[config.mk]
export PLATFORM = sky130hd
export DESIGN_NAME = rect_draw_ctrl_flat
export DESIGN_NICKNAME = d
export VERILOG_FILES = /design/src/rtl/rect_pkg.sv /design/src/rtl/rect_draw_ctrl_if.sv /design/src/rtl/rect_cmd_fifo.sv /design/src/rtl/rect_draw_ctrl.sv /design/src/flat_wrapper.sv
export SDC_FILE = /design/constraint.sdc
export NUM_CORES = 1
export LEC_CHECK = 0
export CAP_MARGIN = 20
export CORE_MARGIN = 5
export CORE_UTILIZATION = 56
export DETAILED_ROUTE_END_ITERATION = 7
export HOLD_SLACK_MARGIN = 0.1
export PLACE_DENSITY = 0.79
export REMOVE_ABC_BUFFERS = 1
export SYNTH_ARGS = -nofsm -noshare
export SYNTH_HDL_FRONTEND = slang
export SYNTH_SLANG_ARGS = --single-unit
[constraint.sdc]
create_clock -name clk -period 2.6 [get_ports clk]
set_input_delay 0.52 -clock clk [delete_from_list [all_inputs] [get_ports clk]]
set_output_delay 0.52 -clock clk [all_outputs]
set_load 0.05 [all_outputs]
[src/rtl/rect_pkg.sv]
// Shared types for the rectangle draw sequencer: FSM state encoding,
// coordinate width and the queued command layout.
package rect_pkg;

  localparam int COORD_W     = 7;
  localparam int CMD_COLOR_W = 8;

  typedef enum logic [2:0] {
    S_IDLE    = 3'd0,
    S_LOAD_X  = 3'd1,
    S_LOAD_Y  = 3'd2,
    S_START   = 3'd3,
    S_WAIT_HI = 3'd4,
    S_WAIT_LO = 3'd5
  } state_t;

  // Colour field is sized for the widest supported palette; narrower
  // instances zero-extend on the way in and truncate on the way out.
  typedef struct packed {
    logic [COORD_W-1:0]     x;
    logic [COORD_W-1:0]     y;
    logic [CMD_COLOR_W-1:0] color;
  } cmd_t;

endpackage

[src/rtl/rect_draw_ctrl_if.sv]
// Draw-request channel: valid/ready handshake carrying one rectangle
// (top-left x, y and colour).
interface rect_draw_ctrl_if #(
  parameter int COLOR_W = 3
);
  logic                        req_valid;
  logic                        req_ready;
  logic [rect_pkg::COORD_W-1:0] req_x;
  logic [rect_pkg::COORD_W-1:0] req_y;
  logic [COLOR_W-1:0]          req_color;

  modport master (
    output req_valid, req_x, req_y, req_color,
    input  req_ready
  );

  modport slave (
    input  req_valid, req_x, req_y, req_color,
    output req_ready
  );
endinterface

[src/rtl/rect_cmd_fifo.sv]
// Small synchronous FIFO with a combinational head view so the consumer
// can pop and capture the head on the same edge.
module rect_cmd_fifo #(
  parameter int DEPTH = 4,
  parameter int WIDTH = 17,
  localparam int AW = $clog2(DEPTH),
  localparam int LW = AW + 1
) (
  input  logic             clk,
  input  logic             srst,
  input  logic             push_i,
  input  logic             pop_i,
  input  logic [WIDTH-1:0] wdata_i,
  output logic [WIDTH-1:0] rdata_o,
  output logic             full_o,
  output logic             empty_o,
  output logic [LW-1:0]    level_o
);

  logic [WIDTH-1:0] mem_q [DEPTH];
  logic [AW-1:0]    wr_ptr_q;
  logic [AW-1:0]    rd_ptr_q;
  logic [LW-1:0]    level_q;
  logic             wr_en;
  logic             rd_en;

  assign full_o  = (level_q == LW'(DEPTH));
  assign empty_o = (level_q == '0);
  assign level_o = level_q;
  assign rdata_o = mem_q[rd_ptr_q];

  // Overflow/underflow requests are ignored rather than corrupting state.
  assign wr_en = push_i && !full_o;
  assign rd_en = pop_i && !empty_o;

  always_ff @(posedge clk) begin
    if (wr_en) begin
      mem_q[wr_ptr_q] <= wdata_i;
    end
  end

  always_ff @(posedge clk) begin
    if (srst) begin
      wr_ptr_q <= '0;
      rd_ptr_q <= '0;
      level_q  <= '0;
    end else begin
      if (wr_en) begin
        wr_ptr_q <= wr_ptr_q + AW'(1);
      end
      if (rd_en) begin
        rd_ptr_q <= rd_ptr_q + AW'(1);
      end
      case ({wr_en, rd_en})
        2'b10:   level_q <= level_q + LW'(1);
        2'b01:   level_q <= level_q - LW'(1);
        default: level_q <= level_q;
      endcase
    end
  end

endmodule

[src/rtl/rect_draw_ctrl.sv]
// Rectangle command sequencer: queues draw requests and, one at a time,
// loads x/y into the datapath, starts it and waits out its write burst.
module rect_draw_ctrl
  import rect_pkg::*;
#(
  parameter int DEPTH   = 4,
  parameter int COLOR_W = 3,
  parameter int TIMEOUT = 8,
  localparam int LW = $clog2(DEPTH) + 1
) (
  input  logic               clk,
  input  logic               resetn,
  rect_draw_ctrl_if.slave    req,
  output logic [COORD_W-1:0] data_out,
  output logic               ld_x,
  output logic               ld_y,
  output logic               start_count,
  input  logic               draw_en,
  output logic [COLOR_W-1:0] color,
  output logic               done,
  output logic               err,
  output logic               busy,
  output logic [LW-1:0]      level
);

  localparam int FIFO_W = 2 * COORD_W + COLOR_W;
  localparam int CW     = (TIMEOUT > 1) ? $clog2(TIMEOUT) : 1;

  state_t              state_q, state_d;
  logic [CW-1:0]       wait_cnt_q, wait_cnt_d;
  logic [COORD_W-1:0]  x_q, y_q;
  logic [COLOR_W-1:0]  color_q;
  logic                done_q;
  logic                rdy_en_q;
  logic                push, pop;
  logic                fifo_full, fifo_empty;
  logic [FIFO_W-1:0]   fifo_rdata;
  cmd_t                head;

  // req_ready stays low during reset and for the reset-release edge.
  assign req.req_ready = rdy_en_q && !fifo_full;
  assign push          = req.req_valid && req.req_ready;

  rect_cmd_fifo #(
    .DEPTH (DEPTH),
    .WIDTH (FIFO_W)
  ) u_fifo (
    .clk     (clk),
    .srst    (resetn),
    .push_i  (push),
    .pop_i   (pop),
    .wdata_i ({req.req_x, req.req_y, req.req_color}),
    .rdata_o (fifo_rdata),
    .full_o  (fifo_full),
    .empty_o (fifo_empty),
    .level_o (level)
  );

  assign head = '{
    x:     fifo_rdata[FIFO_W-1 -: COORD_W],
    y:     fifo_rdata[COLOR_W +: COORD_W],
    color: CMD_COLOR_W'(fifo_rdata[COLOR_W-1:0])
  };

  assign color = color_q;
  assign done  = done_q;
  assign busy  = (state_q != S_IDLE) || !fifo_empty;

  always_comb begin
    state_d     = state_q;
    wait_cnt_d  = wait_cnt_q;
    pop         = 1'b0;
    err         = 1'b0;
    ld_x        = 1'b0;
    ld_y        = 1'b0;
    start_count = 1'b0;
    data_out    = '0;
    case (state_q)
      S_IDLE: begin
        if (!fifo_empty) begin
          pop     = 1'b1;
          state_d = S_LOAD_X;
        end
      end
      S_LOAD_X: begin
        ld_x     = 1'b1;
        data_out = x_q;
        state_d  = S_LOAD_Y;
      end
      S_LOAD_Y: begin
        ld_y     = 1'b1;
        data_out = y_q;
        state_d  = S_START;
      end
      S_START: begin
        start_count = 1'b1;
        wait_cnt_d  = '0;
        state_d     = S_WAIT_HI;
      end
      S_WAIT_HI: begin
        // err fires in the last allowed cycle if draw_en is still low.
        if (draw_en) begin
          state_d = S_WAIT_LO;
        end else if (wait_cnt_q == CW'(TIMEOUT - 1)) begin
          err     = 1'b1;
          state_d = S_IDLE;
        end else begin
          wait_cnt_d = wait_cnt_q + CW'(1);
        end
      end
      S_WAIT_LO: begin
        if (!draw_en) begin
          state_d = S_IDLE;
        end
      end
      default: state_d = S_IDLE;
    endcase
  end

  always_ff @(posedge clk) begin
    if (resetn) begin
      state_q    <= S_IDLE;
      wait_cnt_q <= '0;
      x_q        <= '0;
      y_q        <= '0;
      color_q    <= '0;
      done_q     <= 1'b0;
      rdy_en_q   <= 1'b0;
    end else begin
      state_q    <= state_d;
      wait_cnt_q <= wait_cnt_d;
      done_q     <= (state_q == S_WAIT_LO) && !draw_en;
      rdy_en_q   <= 1'b1;
      if (pop) begin
        x_q     <= head.x;
        y_q     <= head.y;
        color_q <= COLOR_W'(head.color);
      end
    end
  end

endmodule

[src/flat_wrapper.sv]
// flat-port wrapper written by rule: the top's interface ports become plain ports
module rect_draw_ctrl_flat import rect_pkg::*;
#(
  parameter int DEPTH   = 4,
  parameter int COLOR_W = 3,
  parameter int TIMEOUT = 8,
  localparam int LW = $clog2(DEPTH) + 1
)
  (clk, resetn, data_out, ld_x, ld_y, start_count, draw_en, color, done, err, busy, level, req_req_valid, req_req_x, req_req_y, req_req_color, req_req_ready);
  rect_draw_ctrl_if #(.COLOR_W(COLOR_W)) req_i ();
  input  logic clk;
  input  logic resetn;
  output logic [COORD_W-1:0] data_out;
  output logic ld_x;
  output logic ld_y;
  output logic start_count;
  input  logic draw_en;
  output logic [COLOR_W-1:0] color;
  output logic done;
  output logic err;
  output logic busy;
  output logic [LW-1:0] level;
  input wire logic [$bits(req_i.req_valid)-1:0] req_req_valid;
  input wire logic [$bits(req_i.req_x)-1:0] req_req_x;
  input wire logic [$bits(req_i.req_y)-1:0] req_req_y;
  input wire logic [$bits(req_i.req_color)-1:0] req_req_color;
  output wire logic [$bits(req_i.req_ready)-1:0] req_req_ready;
  assign req_i.req_valid = req_req_valid;
  assign req_i.req_x = req_req_x;
  assign req_i.req_y = req_req_y;
  assign req_i.req_color = req_req_color;
  assign req_req_ready = req_i.req_ready;
  rect_draw_ctrl #(.DEPTH(DEPTH), .COLOR_W(COLOR_W), .TIMEOUT(TIMEOUT)) u_core (.clk(clk), .resetn(resetn), .req(req_i), .data_out(data_out), .ld_x(ld_x), .ld_y(ld_y), .start_count(start_count), .draw_en(draw_en), .color(color), .done(done), .err(err), .busy(busy), .level(level));
endmodule
==> flow_metrics.env <==
export IMPL_cp_cell_instances="or2b_1, nor2_1, buf_4, a22o_1, buf_12"
export IMPL_path_clk_slew_ns=0.09
export IMPL_dp_hpwl_um=4902
export IMPL_detailedRoute_firstIterationViolations=133
export IMPL_viasPerCell=5.642
export IMPL_synth_area_mm2=0.003989
export IMPL_cts_tree="done"
export IMPL_ant_nets=0
export IMPL_final_min_period_over_clock_period=0.9389
export IMPL_cpLargestDelayFamily="simple AND/OR/NAND/NOR gates"
export IMPL_ys_seq_elements=100
export IMPL_layout_filler_cells=457
export IMPL_diodes=0
export IMPL_count_of_maximum_capacitance_violations=0
export IMPL_finalCriticalPeriod_ns=2.441
export IMPL_placedCellCount=404
export IMPL_tightest_slew_ns=0.6936
export IMPL_timing_reg2reg_worst_path_depth=8
export IMPL_synth_enable_flop_cells=68
export IMPL_slowest_stage="sky130_fd_sc_hd__dfxtp_2"
export IMPL_cts_path_max_buffers=2
export IMPL_height_of_the_die_um=94.40
export IMPL_grt_antenna_before_repair=0
export IMPL_die_area_mm2=0.008910
export IMPL_status="complete, no violations"
export IMPL_drcViolationCount=0
export IMPL_grt_pass1_vias=2504
export IMPL_cp_depth=5
export IMPL_report_power_total_mw=4.376
export IMPL_finish_utilization=0.7015
export IMPL_whs_ns=0.4814
export IMPL_timing_critical_path_arrival_ns=1.92
export IMPL_synth_yosys_warnings=0
export IMPL_crit_path_max_incr_delay_ns=0.45
export IMPL_async_reset_ff_frac=0
export IMPL_fmaxAchievable_mhz=409.6
export IMPL_grt_pass1_wl_um=12540
export IMPL_fin_ws_ns=0.1589
export IMPL_num_nets_final=348
export IMPL_timing_hold_worst_class="reg -> reg"
export IMPL_port_buffers=40
export IMPL_post_cts_resize_count=0
export IMPL_crit_reg2reg_capture="u_core.u_fifo.level_o[2]"
export IMPL_via_count=2364
export IMPL_setup_reg_to_reg_worst_slack_ns=0.35
export IMPL_crit_path_start="u_core.state_q[0]"
export IMPL_num_rows=30
export IMPL_maximum_resistive_drop_on_vdd_mv=0.5080
export IMPL_tritoncts_num_sinks=100
export IMPL_area_growth_synth_to_final_pct=20.80
export IMPL_drt_wl_total_um=7412
export IMPL_route_detailed_wl_per_inst_um=17.69
export IMPL_gr_total_overflow=0
export IMPL_root_buffer="sky130_fd_sc_hd__clkbuf_8"
export IMPL_grt_setup_unrepaired="false"
export IMPL_fraction_of_final_layout_cells_sized_beyond_drive_strength_1=0.1981
export IMPL_cts_made_buffers=9
export IMPL_cts_hold_buffers_added=0
export IMPL_worst_path_buf_inv=2
export IMPL_timing_critical_path_to="data_out[2]"
export IMPL_static_leakage_power_nw=1.629
export IMPL_cts_htree_levels=3
export IMPL_cellPowerDensity_mw_per_mm2=908.3
export IMPL_cp_endpoint_kind="primary output"
export IMPL_hold_viol_final=0
export IMPL_slew_violations=0
export IMPL_initial_core_util=0.5807
export IMPL_core_area_mm2=0.006869
export IMPL_synth_avg_cell_area_um2=14.77
export IMPL_num_ports=41
export IMPL_ys_dominant_reg_cell="sky130_fd_sc_hd__edfxtp_1"
export IMPL_clock_skew_final_ns=0.009411
export IMPL_post_place_ws_ns=0.1664
export IMPL_dieWidth_um=94.40
export IMPL_postCtsSetupRepairBufs=0
export IMPL_netlist_instances=270
export IMPL_number_of_iterations_in_the_first_detailed_routing_pass=5
export IMPL_place_gp_congestion=0.7938
export IMPL_largest_net_degree_at_the_start_of_global_routing=21
export IMPL_grt_total_usage=0.1894
export IMPL_start_to_end_type_of_the_worst_setup_path="reg -> out"
export IMPL_cp_start_kind="register"
export IMPL_critical_path_peak_fanout=10
export IMPL_finish_cell_count_without_fillers=419
export IMPL_r2r_start="u_core.state_q[1]"
export IMPL_synth_cell_type_count=37
export IMPL_setup_viol_count_final=0
export IMPL_clkLatencyLatePin_ns=0.36
export IMPL_critPathRequiredTime_ns=2.08
export IMPL_yosysSeqAreaShare=0.6725
export IMPL_relSlewSlack=0.5376
==> where the power goes <==
group | switching, mW | internal (mW) | leakage [nW] | total (mW)
sequential | 0.143 | 1.90 | 0.879 | 2.04
combinational | 0.846 | 0.587 | 0.664 | 1.43
clock | 0.539 | 0.362 | 0.0862 | 0.902
==> routing by layer <==
layer / share of wire / vias up / GRT usage
met5: 0 / - / 0
met4: 0.015 / 0 / 0.07822
met3: 0.047 / 10 / 0.05418
met2: 0.52 / 59 / 0.3115
met1: 0.41 / 1164 / 0.2365
li1: - / 1131 / -
==> flip-flops by register name (all words and copies together), names as in the netlist <==
| signal | count |
|---|---|
| u_core.done | 1 |
| u_core.x_q | 7 |
| u_core.state_q | 3 |
| u_core.wait_cnt_q | 3 |
| u_core.u_fifo.wr_ptr_q | 2 |
| u_core.rdy_en_q | 1 |
| u_core.u_fifo.level_o | 3 |
| u_core.u_fifo.rd_ptr_q | 2 |
| u_core.u_fifo.mem_q | 68 |
| u_core.y_q | 7 |
| u_core.color | 3 |
==> synthesized netlist by cell type (all sizes together), types with 4 or more instances <==
cell    instances  area share
edfxtp         68        0.51
dfxtp          32        0.16
a21oi          24       0.030
nand3          20       0.025
o21ai          20       0.025
mux4           17       0.096
inv            11       0.010
nor2           11       0.010
clkbuf          9      0.0085
buf             8       0.013
a22o            7       0.015
ha              7       0.022
or3             5      0.0078
and2            4      0.0063
==> worst min-delay path, stage by stage (launching register included) <==
cell	delay [ns]
sky130_fd_sc_hd__dfxtp_1	0.32
sky130_fd_sc_hd__o21ai_0	0.06
sky130_fd_sc_hd__a21oi_1	0.06
==> placed cells by master (no fill, tap or decap), types with 7 or more instances in the layout <==
master,instances
sky130_fd_sc_hd__a21oi_1,24
sky130_fd_sc_hd__clkdlybuf4s50_1,28
sky130_fd_sc_hd__o21ai_0,20
sky130_fd_sc_hd__inv_1,11
sky130_fd_sc_hd__ha_1,7
sky130_fd_sc_hd__clkbuf_8,9
sky130_fd_sc_hd__nand3_1,20
sky130_fd_sc_hd__dfxtp_1,31
sky130_fd_sc_hd__buf_4,16
sky130_fd_sc_hd__a22o_1,7
sky130_fd_sc_hd__mux4_2,17
sky130_fd_sc_hd__nor2_1,11
sky130_fd_sc_hd__buf_12,10
sky130_fd_sc_hd__edfxtp_1,68
==> kinds of logic (layout without fill, tap and decap cells) <==
kind of cell,after synthesis,count (layout),synth area share
AOI/OAI and AO/OA,59,59,0.08752
xor gates and xnor gates,3,3,0.006588
adders and majority gates,8,8,0.02698
buffers and inverters,28,81,0.03137
DFF,100,100,0.6725
muxes,19,19,0.1013
and+or+nand+nor,53,53,0.07372
==> through the flow <==
stage | setup TNS, ns | cell area, um2
finish | 0 | 4818
detailed placement | 0 | 4636
global placement | 0 | 4636
floorplan | -0.6706 | 3905
CTS | 0 | 4815
global route | 0 | 4818
==> worst min-delay path by stage <==
stage / from / to / slack, ns / depth (start not counted)
global route: u_core.y_q[4] / u_core.y_q[4] / 0.51 / 2
CTS: u_core.x_q[0] / u_core.x_q[0] / 0.48 / 2
finish: u_core.x_q[0] / u_core.x_q[0] / 0.48 / 2
floorplan: u_core.x_q[0] / u_core.x_q[0] / 0.45 / 2
global placement: u_core.y_q[2] / u_core.y_q[2] / 0.46 / 2
detailed placement: u_core.x_q[0] / u_core.x_q[0] / 0.47 / 2
==> final cells by class <==
cell class	count	area (um2)	area share
clock inverters	6	55.05	0.01143
multi-input cells	142	1181	0.2451
well taps	96	120.1	0.02493
inverters	11	41.29	0.008569
repair buffers	55	613.1	0.1272
flip-flops and latches	100	2684	0.5570
clock buffers	9	123.9	0.02571
Note: power is estimated with default switching activity, not from simulation.
